--- src/rtl/rob_multi_cdb_if.sv ---
// Dispatch, CDB, commit and lookup bus of the multi-CDB reorder buffer.
// The driving side (dispatch/execution/register file) uses master; the ROB uses slave.
interface rob_multi_cdb_if #(
   parameter int ROB_WIDTH  = 4,
   parameter int REG_WIDTH  = 5,
   parameter int DATA_WIDTH = 32,
   parameter int N_CDB      = 2
);
   logic                        flush;
   logic                        alloc_req;
   logic [REG_WIDTH-1:0]        alloc_arch_num;
   logic                        alloc_ready;
   logic [ROB_WIDTH-1:0]        alloc_tag;
   logic [N_CDB-1:0]            cdb_valid;
   logic [N_CDB*ROB_WIDTH-1:0]  cdb_tag;
   logic [N_CDB*DATA_WIDTH-1:0] cdb_data;
   logic                        commit_valid;
   logic                        commit_ready;
   logic [ROB_WIDTH-1:0]        commit_tag;
   logic [REG_WIDTH-1:0]        commit_arch_num;
   logic [DATA_WIDTH-1:0]       commit_data;
   logic [ROB_WIDTH-1:0]        rd_tag;
   logic                        rd_valid;
   logic [DATA_WIDTH-1:0]       rd_data;
   logic [ROB_WIDTH:0]          count;

   modport master (
      output flush, alloc_req, alloc_arch_num, cdb_valid, cdb_tag, cdb_data,
             commit_ready, rd_tag,
      input  alloc_ready, alloc_tag, commit_valid, commit_tag, commit_arch_num,
             commit_data, rd_valid, rd_data, count
   );

   modport slave (
      input  flush, alloc_req, alloc_arch_num, cdb_valid, cdb_tag, cdb_data,
             commit_ready, rd_tag,
      output alloc_ready, alloc_tag, commit_valid, commit_tag, commit_arch_num,
             commit_data, rd_valid, rd_data, count
   );
endinterface

--- src/rtl/rob_multi_cdb.sv ---
// Reorder buffer: circular queue allocating one tag per cycle, accepting N_CDB result
// broadcasts per cycle, retiring in order, with a CDB-bypassing operand lookup.
module rob_multi_cdb #(
   parameter int ROB_WIDTH  = 4,
   parameter int REG_WIDTH  = 5,
   parameter int DATA_WIDTH = 32,
   parameter int N_CDB      = 2
) (
   input  logic             clk,
   input  logic             rstn,
   rob_multi_cdb_if.slave   rob
);
   localparam int                 DEPTH   = 2**ROB_WIDTH;
   localparam logic [ROB_WIDTH:0] DEPTH_C = (ROB_WIDTH+1)'(DEPTH);

   logic [DEPTH-1:0]      valid_q, valid_d;
   logic [REG_WIDTH-1:0]  arch_q [DEPTH];
   logic [REG_WIDTH-1:0]  arch_d [DEPTH];
   logic [DATA_WIDTH-1:0] data_q [DEPTH];
   logic [DATA_WIDTH-1:0] data_d [DEPTH];
   logic [ROB_WIDTH-1:0]  head_q, head_d, tail_q, tail_d;
   logic [ROB_WIDTH:0]    count_q, count_d;
   logic [ROB_WIDTH-1:0]  cdb_tag_w;
   logic                  alloc_fire, commit_fire;

   // Offset from head, computed modulo DEPTH by the natural tag-width wrap.
   function automatic logic occupied(input logic [ROB_WIDTH-1:0] t,
                                     input logic [ROB_WIDTH-1:0] hd,
                                     input logic [ROB_WIDTH:0]   cnt);
      logic [ROB_WIDTH-1:0] off;
      off = t - hd;
      return {1'b0, off} < cnt;
   endfunction

   assign rob.alloc_ready     = (count_q != DEPTH_C);
   assign rob.alloc_tag       = tail_q;
   assign rob.commit_valid    = (count_q != '0) && valid_q[head_q] && !rob.flush;
   assign rob.commit_tag      = head_q;
   assign rob.commit_arch_num = arch_q[head_q];
   assign rob.commit_data     = data_q[head_q];
   assign rob.count           = count_q;

   assign alloc_fire  = rob.alloc_req && rob.alloc_ready;
   assign commit_fire = rob.commit_valid && rob.commit_ready;

   always_comb begin
      rob.rd_valid = valid_q[rob.rd_tag];
      rob.rd_data  = data_q[rob.rd_tag];
      for (int i = 0; i < N_CDB; i++) begin
         if (rob.cdb_valid[i] && rob.cdb_tag[i*ROB_WIDTH +: ROB_WIDTH] == rob.rd_tag) begin
            rob.rd_valid = 1'b1;
            rob.rd_data  = rob.cdb_data[i*DATA_WIDTH +: DATA_WIDTH];
         end
      end
   end

   always_comb begin
      valid_d   = valid_q;
      arch_d    = arch_q;
      data_d    = data_q;
      head_d    = head_q;
      tail_d    = tail_q;
      count_d   = count_q;
      cdb_tag_w = '0;
      if (rob.flush) begin
         valid_d = '0;
         head_d  = '0;
         tail_d  = '0;
         count_d = '0;
      end else begin
         if (alloc_fire) begin
            valid_d[tail_q] = 1'b0;
            arch_d[tail_q]  = rob.alloc_arch_num;
            tail_d          = tail_q + 1'b1;
         end
         // Later ports overwrite earlier ones, so the highest index wins a tag clash.
         for (int i = 0; i < N_CDB; i++) begin
            cdb_tag_w = rob.cdb_tag[i*ROB_WIDTH +: ROB_WIDTH];
            if (rob.cdb_valid[i] && occupied(cdb_tag_w, head_q, count_q)) begin
               valid_d[cdb_tag_w] = 1'b1;
               data_d[cdb_tag_w]  = rob.cdb_data[i*DATA_WIDTH +: DATA_WIDTH];
            end
         end
         if (commit_fire) begin
            valid_d[head_q] = 1'b0;
            head_d          = head_q + 1'b1;
         end
         case ({alloc_fire, commit_fire})
            2'b10:   count_d = count_q + 1'b1;
            2'b01:   count_d = count_q - 1'b1;
            default: count_d = count_q;
         endcase
      end
   end

   always_ff @(posedge clk or negedge rstn) begin
      if (!rstn) begin
         valid_q <= '0;
         head_q  <= '0;
         tail_q  <= '0;
         count_q <= '0;
      end else begin
         valid_q <= valid_d;
         head_q  <= head_d;
         tail_q  <= tail_d;
         count_q <= count_d;
      end
   end

   // Payload storage is qualified by valid_q, so it needs no reset.
   always_ff @(posedge clk) begin
      arch_q <= arch_d;
      data_q <= data_d;
   end
endmodule

--- src/flat_wrapper.sv ---
// flat-port wrapper written by rule: the top's interface ports become plain ports
module rob_multi_cdb_flat 
#(
   parameter int ROB_WIDTH  = 4,
   parameter int REG_WIDTH  = 5,
   parameter int DATA_WIDTH = 32,
   parameter int N_CDB      = 2
)
  (clk, rstn, rob_flush, rob_alloc_req, rob_alloc_arch_num, rob_cdb_valid, rob_cdb_tag, rob_cdb_data, rob_commit_ready, rob_rd_tag, rob_alloc_ready, rob_alloc_tag, rob_commit_valid, rob_commit_tag, rob_commit_arch_num, rob_commit_data, rob_rd_valid, rob_rd_data, rob_count);
  rob_multi_cdb_if #(.ROB_WIDTH(ROB_WIDTH), .REG_WIDTH(REG_WIDTH), .DATA_WIDTH(DATA_WIDTH), .N_CDB(N_CDB)) rob_i ();
  input  logic clk;
  input  logic rstn;
  input wire logic [$bits(rob_i.flush)-1:0] rob_flush;
  input wire logic [$bits(rob_i.alloc_req)-1:0] rob_alloc_req;
  input wire logic [$bits(rob_i.alloc_arch_num)-1:0] rob_alloc_arch_num;
  input wire logic [$bits(rob_i.cdb_valid)-1:0] rob_cdb_valid;
  input wire logic [$bits(rob_i.cdb_tag)-1:0] rob_cdb_tag;
  input wire logic [$bits(rob_i.cdb_data)-1:0] rob_cdb_data;
  input wire logic [$bits(rob_i.commit_ready)-1:0] rob_commit_ready;
  input wire logic [$bits(rob_i.rd_tag)-1:0] rob_rd_tag;
  output wire logic [$bits(rob_i.alloc_ready)-1:0] rob_alloc_ready;
  output wire logic [$bits(rob_i.alloc_tag)-1:0] rob_alloc_tag;
  output wire logic [$bits(rob_i.commit_valid)-1:0] rob_commit_valid;
  output wire logic [$bits(rob_i.commit_tag)-1:0] rob_commit_tag;
  output wire logic [$bits(rob_i.commit_arch_num)-1:0] rob_commit_arch_num;
  output wire logic [$bits(rob_i.commit_data)-1:0] rob_commit_data;
  output wire logic [$bits(rob_i.rd_valid)-1:0] rob_rd_valid;
  output wire logic [$bits(rob_i.rd_data)-1:0] rob_rd_data;
  output wire logic [$bits(rob_i.count)-1:0] rob_count;
  assign rob_i.flush = rob_flush;
  assign rob_i.alloc_req = rob_alloc_req;
  assign rob_i.alloc_arch_num = rob_alloc_arch_num;
  assign rob_i.cdb_valid = rob_cdb_valid;
  assign rob_i.cdb_tag = rob_cdb_tag;
  assign rob_i.cdb_data = rob_cdb_data;
  assign rob_i.commit_ready = rob_commit_ready;
  assign rob_i.rd_tag = rob_rd_tag;
  assign rob_alloc_ready = rob_i.alloc_ready;
  assign rob_alloc_tag = rob_i.alloc_tag;
  assign rob_commit_valid = rob_i.commit_valid;
  assign rob_commit_tag = rob_i.commit_tag;
  assign rob_commit_arch_num = rob_i.commit_arch_num;
  assign rob_commit_data = rob_i.commit_data;
  assign rob_rd_valid = rob_i.rd_valid;
  assign rob_rd_data = rob_i.rd_data;
  assign rob_count = rob_i.count;
  rob_multi_cdb #(.ROB_WIDTH(ROB_WIDTH), .REG_WIDTH(REG_WIDTH), .DATA_WIDTH(DATA_WIDTH), .N_CDB(N_CDB)) u_core (.clk(clk), .rstn(rstn), .rob(rob_i));
endmodule
--- config.mk ---
export PLATFORM = sky130hd
export DESIGN_NAME = rob_multi_cdb_flat
export DESIGN_NICKNAME = d
export VERILOG_FILES = /design/src/rtl/rob_multi_cdb_if.sv /design/src/rtl/rob_multi_cdb.sv /design/src/flat_wrapper.sv
export SDC_FILE = /design/constraint.sdc
export NUM_CORES = 2
export LEC_CHECK = 0
export CAP_MARGIN = 10
export CORE_MARGIN = 1.5
export CORE_UTILIZATION = 30
export CTS_BUF_LIST = sky130_fd_sc_hd__clkbuf_4
export CTS_CLUSTER_DIAMETER = 80
export DETAILED_ROUTE_END_ITERATION = 10
export GPL_ROUTABILITY_DRIVEN = 0
export PLACE_DENSITY = 0.5
export SETUP_SLACK_MARGIN = 0.2
export SYNTH_ARGS = -nofsm -noshare
export SYNTH_HDL_FRONTEND = slang
export SYNTH_SLANG_ARGS = --single-unit
--- constraint.sdc ---
create_clock -name clk -period 5.4 [get_ports clk]
set_input_delay 1.08 -clock clk [delete_from_list [all_inputs] [get_ports clk]]
set_output_delay 1.08 -clock clk [all_outputs]
set_load 0.02 [all_outputs]
* Word-level counts from Yosys, hierarchy flattened *
Cells that the tools add are included.
Widths: inputs -> output; s select.

word-level totals
  input bits = 88
  register bits = 621
  word-level logic and storage cells = 150

operators by class
  $lt $le $gt $ge = 19
  bitwise logic cells = 12
  equal/unequal tests = 5
  reductions and logical operators = 21
  muxes and demuxes = 51
  add/subtract/negate cells = 6

operators by type and width
  kind                 count
  $mux 512             3
  $bwmux 512           2
  $bmux 32 s4          2
  $demux 32 s4         2
  $mux 32              8
  $mux 16              8
  $bwmux 80            1
  $and 16x16->16       2
  $not 16->16          2
  $or 16x16->16        2
  $ge 5x5->1 const B   5
  $lt 4x5->1 const B   5
  $not 4->5            5
  $bmux 5 s4           1
  $demux 5 s4          1
  $mux 5               4
  $demux 1 s4          4
  $ge 4x1->1 const B   4
  $mux 4               4
  $logic_and 1x1->1    15
  $lt 5x1->1 const B   3
  $lt 4x5->1           2
  $pmux 5 s2           1
  $add 4x1->4 const B  2
  other kinds (15)     26

* Logic depth before layout (Yosys ltp) *
  word-level depth = 17
  mapped depth = 16
  mapped depth without buffers = 12

* Least setup slack after synthesis *
No wires, ideal clock.

  path kind = input to register
  from = in rob_flush
  to = reg u_core.arch_q[0] (netlist name) (enable)
  setup time = 0.375 ns
  setup slack = -7.977 ns
  required time = 5.025 ns
  stages on the path = 3
  arrival = 13.001 ns
  cells stage by stage = inv_1 > nand3_1 > nor2_1

on the way
  cells in the longest elaborated chain, start to end = 2

ends and longest elaborated chain
  what                               RTL line              text
  from (decl)                        flat_wrapper.sv:13    input wire logic [$bits(rob_i.flush)-1:0] rob_flush;
  $not 1->1 (no source line)         --
  $reduce_and 2->1 (no source line)  --
  to (signal assigned)               rob_multi_cdb.sv:112  arch_q <= arch_d;
  to (decl)                          rob_multi_cdb.sv:17   logic [REG_WIDTH-1:0] arch_q [DEPTH];

Every way passes these cells.
A chain may end at the register's enable or synchronous reset.

* Worst setup path in the final report *
  from = in rob_cdb_tag[0]
  to = out rob_rd_data[2]

on the way
  cells in the longest elaborated chain, start to end = 4

ends and longest elaborated chain
  what                   RTL line             text
  from (decl)            flat_wrapper.sv:17   input wire logic [$bits(rob_i.cdb_tag)-1:0] rob_cdb_tag;
  $eq 4x4->1             rob_multi_cdb.sv:50  if (rob.cdb_valid[i] && rob.cdb_tag[i*ROB_WIDTH +: ROB_WIDTH] == rob.rd_tag) begin
  $logic_and 1x1->1      rob_multi_cdb.sv:50
  $mux 32 (2 in series)  rob_multi_cdb.sv:50
  to (decl)              flat_wrapper.sv:28   output wire logic [$bits(rob_i.rd_data)-1:0] rob_rd_data;

Every way passes these cells.

==> results.json <==
{
  "worst_hold_path_type": "input pin to async pin",
  "die_width_um": 379,
  "rsz0062_at_grt": "false",
  "dieArea_mm2": 0.144,
  "first_global_vias": 39900,
  "critical_path_class": "input pin to output port",
  "drt-pass1-iter-count": 6,
  "cts_tree": "built",
  "grt.overflow.total": 0,
  "netlist_top_cells_area": "edfxtp_1 (42%), mux4_2 (19%), a31oi_1 (7.5%)",
  "clockBufferDepth": 3,
  "core_area_mm2": 0.140,
  "drtIter0Drc": 7303,
  "grt_usage_pct": 29.0,
  "clk_latency_ns": 1.20,
  "period_share_pct": 96.5,
  "synth_top_cell_by_area": "edfxtp_1",
  "r2r-start": "u_core.rob.commit_tag[1]",
  "syn_area_mm2": 0.0425,
  "root_buffer": "clkbuf_4",
  "synth_warnings": 0,
  "status": "completed",
  "yosysTopAreaCellShare_pct": 41.9,
  "final_nets": 4141,
  "numCtsBuffers": 182,
  "setup_viol": 0,
  "leakagePower_nw": 14.7,
  "slowest_delay_ns": 0.73,
  "synth_nets": 4168,
  "timing.rr.end": "u_core.data_q[85]",
  "worstPathRequired_ns": 4.32,
  "cp-endpoint": "rob_rd_data[2]",
  "synth_top_flop_cell": "edfxtp_1",
  "syn2layout_area_growth_pct": 16.0,
  "h-tree-depth": 4,
  "drt-total-wl_mm": 213,
  "synthCells": 4054,
  "power_density_mw_per_mm2": 268,
  "io_pins": 173,
  "synth_edf_count": 592,
  "path_max_fanout": 9,
  "synth_cell_type_count": 46,
  "path_cells": "clkdlybuf4s50_1, xor2_1, nor4_4, buf_12, buf_4, mux2i_1, o21ai_0, clkdlybuf4s50_1",
  "crit_slowest_cell": "clkdlybuf4s50_1",
  "numPortBuffers": 172,
  "skew_ns": 0.0758,
  "r2r_slack_ns": 0.98,
  "grt_pass1_wl_mm": 299,
  "die_y_um": 379,
  "final_hold_viol_count": 0,
  "power_mw": 13.2,
  "max_slew_margin_pct": 28.6,
  "cp-start-kind": "input pin",
  "vias": 41300,
  "irDropWorstVdd_mv": 0.217,
  "rr_worst_depth": 13,
  "stdcell_area_mm2": 0.0492,
  "max_freq_mhz": 192,
  "initial_core_util_pct": 30.3,
  "drc_errors": 0,
  "worst_pin_slew_ns": 1.07,
  "worstPathArrival_ns": 4.13,
  "ys_ff_latch": 621,
  "path_common_cell": "clkdlybuf4s50_1",
  "period_minus_slack_ns": 5.21,
  "cap_viol_max_count": 0,
  "cp-end-kind": "output port",
  "path_clk_slew_ns": 0.07,
  "dp_hpwl_mm": 116,
  "synth-seq-area-share_pct": 43.6,
  "hold_slack_ns": 0.291,
  "detail_route.wl_per_cell_um": 35.3,
  "fillers": 13900,
  "antenna_found_initial": 21,
  "fp-row-count": 137,
  "post_drt_via_cell_ratio": 6.82,
  "grt_start_max_net_pins": 166,
  "async_flop_share_pct": 4.67,
  "clock_sinks": 621,
  "startpoint": "rob_cdb_tag[0]",
  "drive_gt1_share_pct": 23.1,
  "postPlaceCellArea_mm2": 0.0469,
  "syn_avg_cell_area_um2": 10.5,
  "drtAntennaViolNets": 0,
  "slew_viol_final": 0
}
repair_timing:
item | 4_1_cts | 5_1_grt
gates resized for setup | 3 | 4
setup buffers | 5 | 1
setup endpoints to repair | 44 | 5
hold buffers | 0 | 0
kinds of logic (layout without fill, tap and decap cells):
| family | count (synthesis) | in the layout | share of synthesized area, % |
|---|---|---|---|
| buf+inv | 643 | 747 | 5.78 |
| simple gates | 1235 | 1235 | 14.5 |
| xor+xnor | 21 | 21 | 0.433 |
| flops | 621 | 621 | 43.6 |
| fa+ha+maj | 26 | 26 | 0.819 |
| other cells | 0 | 14 | 0 |
| mux | 392 | 392 | 19.7 |
| compound gates | 1116 | 1116 | 15.1 |
cell type report:
class | count | area, um^2 | share of cell area [%]
Clock inverter | 57 | 293 | 0.595
Inverter | 18 | 78.8 | 0.160
Clock buffer | 258 | 1940 | 3.93
Timing Repair Buffer | 414 | 4330 | 8.78
Multi-Input combinational cell | 2790 | 21700 | 44.1
Sequential cell | 621 | 18500 | 37.6
Tap cell | 1876 | 2350 | 4.77
Antenna cell | 14 | 35.0 | 0.0711
how the worst min path moves through the flow:
stage | startpoint | slack [ns] | end | depth (start not counted)
6_report | rstn | 0.29 | u_core.valid_q[1] | 2
5_1_grt | rstn | 0.28 | u_core.valid_q[3] | 2
2_1_floorplan | u_core.valid_q[15] | 0.55 | u_core.valid_q[15] | 2
4_1_cts | rstn | 0.21 | u_core.valid_q[3] | 2
3_5_place_dp | u_core.rob.count[1] | 0.60 | u_core.rob.count[1] | 1
3_3_place_gp | u_core.valid_q[0] | 0.59 | u_core.valid_q[0] | 2
critical path, delay by kind of cell:
kind            cells  cell delay (ns)
buf+inv             4             1.88
compound gates      1             0.56
simple gates        1             0.32
xor+xnor            1             0.16
mux                 1             0.10
layout by cell type (no fill, tap or decap), types with 5 or more instances in the layout:
cell type and count:
nor2_1 35, buf_12 61, inv_2 6, nand2_1 63, nand3_2 18, inv_1 16
o21ai_0 561, nand4_1 10, buf_6 5, xor2_1 12, and3_1 17, clkbuf_4 258
mux4_2 355, and3_2 5, nor3_2 9, clkdlybuf4s50_1 163, a31oi_1 512, mux2i_1 34
nor3_1 514, nand2b_1 8, or3_2 5, ha_1 23, diode_2 14, clkinv_1 41
xnor2_1 9, nor2b_1 9, edfxtp_1 592, nand3_1 514, a21oi_1 5, or2_2 17
buf_4 183, dfrtp_1 26, a311oi_2 13
layer usage:
layer | vias up | GRT usage, % | share of wire [%]
met3 | 718 | 10.8 | 15
met2 | 3655 | 41.0 | 43
met5 | - | 0 | 0.042
met1 | 20600 | 37.8 | 37
met4 | 12 | 16.3 | 5.7
li1 | 16300 | - | -
registers in the layout, indices dropped and copies added, names as in the netlist:
| signal | flops |
|---|---|
| u_core.arch_q | 80 |
| u_core.data_q | 512 |
| u_core.rob.alloc_tag | 4 |
| u_core.rob.commit_tag | 4 |
| u_core.rob.count | 5 |
| u_core.valid_q | 16 |
synth_stat cells (3+ instances only):
cell type and n:
a21boi_0 3, a21o_1 3, a21oi_1 6, a311oi_1 3
a311oi_2 13, a31oi_1 512, and3_1 22, buf_1 63
buf_2 12, buf_6 3, clkbuf_1 546, dfrtp_1 29
edfxtp_1 592, fa_1 3, ha_1 23, inv_1 18
mux2i_1 34, mux4_2 355, nand2_1 64, nand2b_1 8
nand3_1 532, nand4_1 10, nor2_1 35, nor2b_1 9
nor3_1 523, nor4_1 4, o21a_1 4, o21ai_0 561
or2_2 17, or3_1 7, xnor2_1 9, xor2_1 12
metrics by stage:
stage | util [%] | cells | setup WS, ns | TNS, ns
2_1_floorplan | - | 4054 | -3.74 | -2135.96
3_3_place_gp | 33.5 | 5713 | 0.0363 | 0
3_5_place_dp | 33.5 | 5713 | 0.0691 | 0
4_1_cts | 35.1 | 6033 | 0.155 | 0
5_1_grt | 35.2 | 6042 | 0.203 | 0
6_report | 35.2 | 6048 | 0.188 | 0
power by group:
| group | internal, mW | total, mW | switching [mW] |
|---|---|---|---|
| Sequential | 5.65 | 5.87 | 0.211 |
| Clock | 2.28 | 4.71 | 2.42 |
| Combinational | 0.959 | 2.64 | 1.68 |
Note: power is estimated with default switching activity, not from simulation.
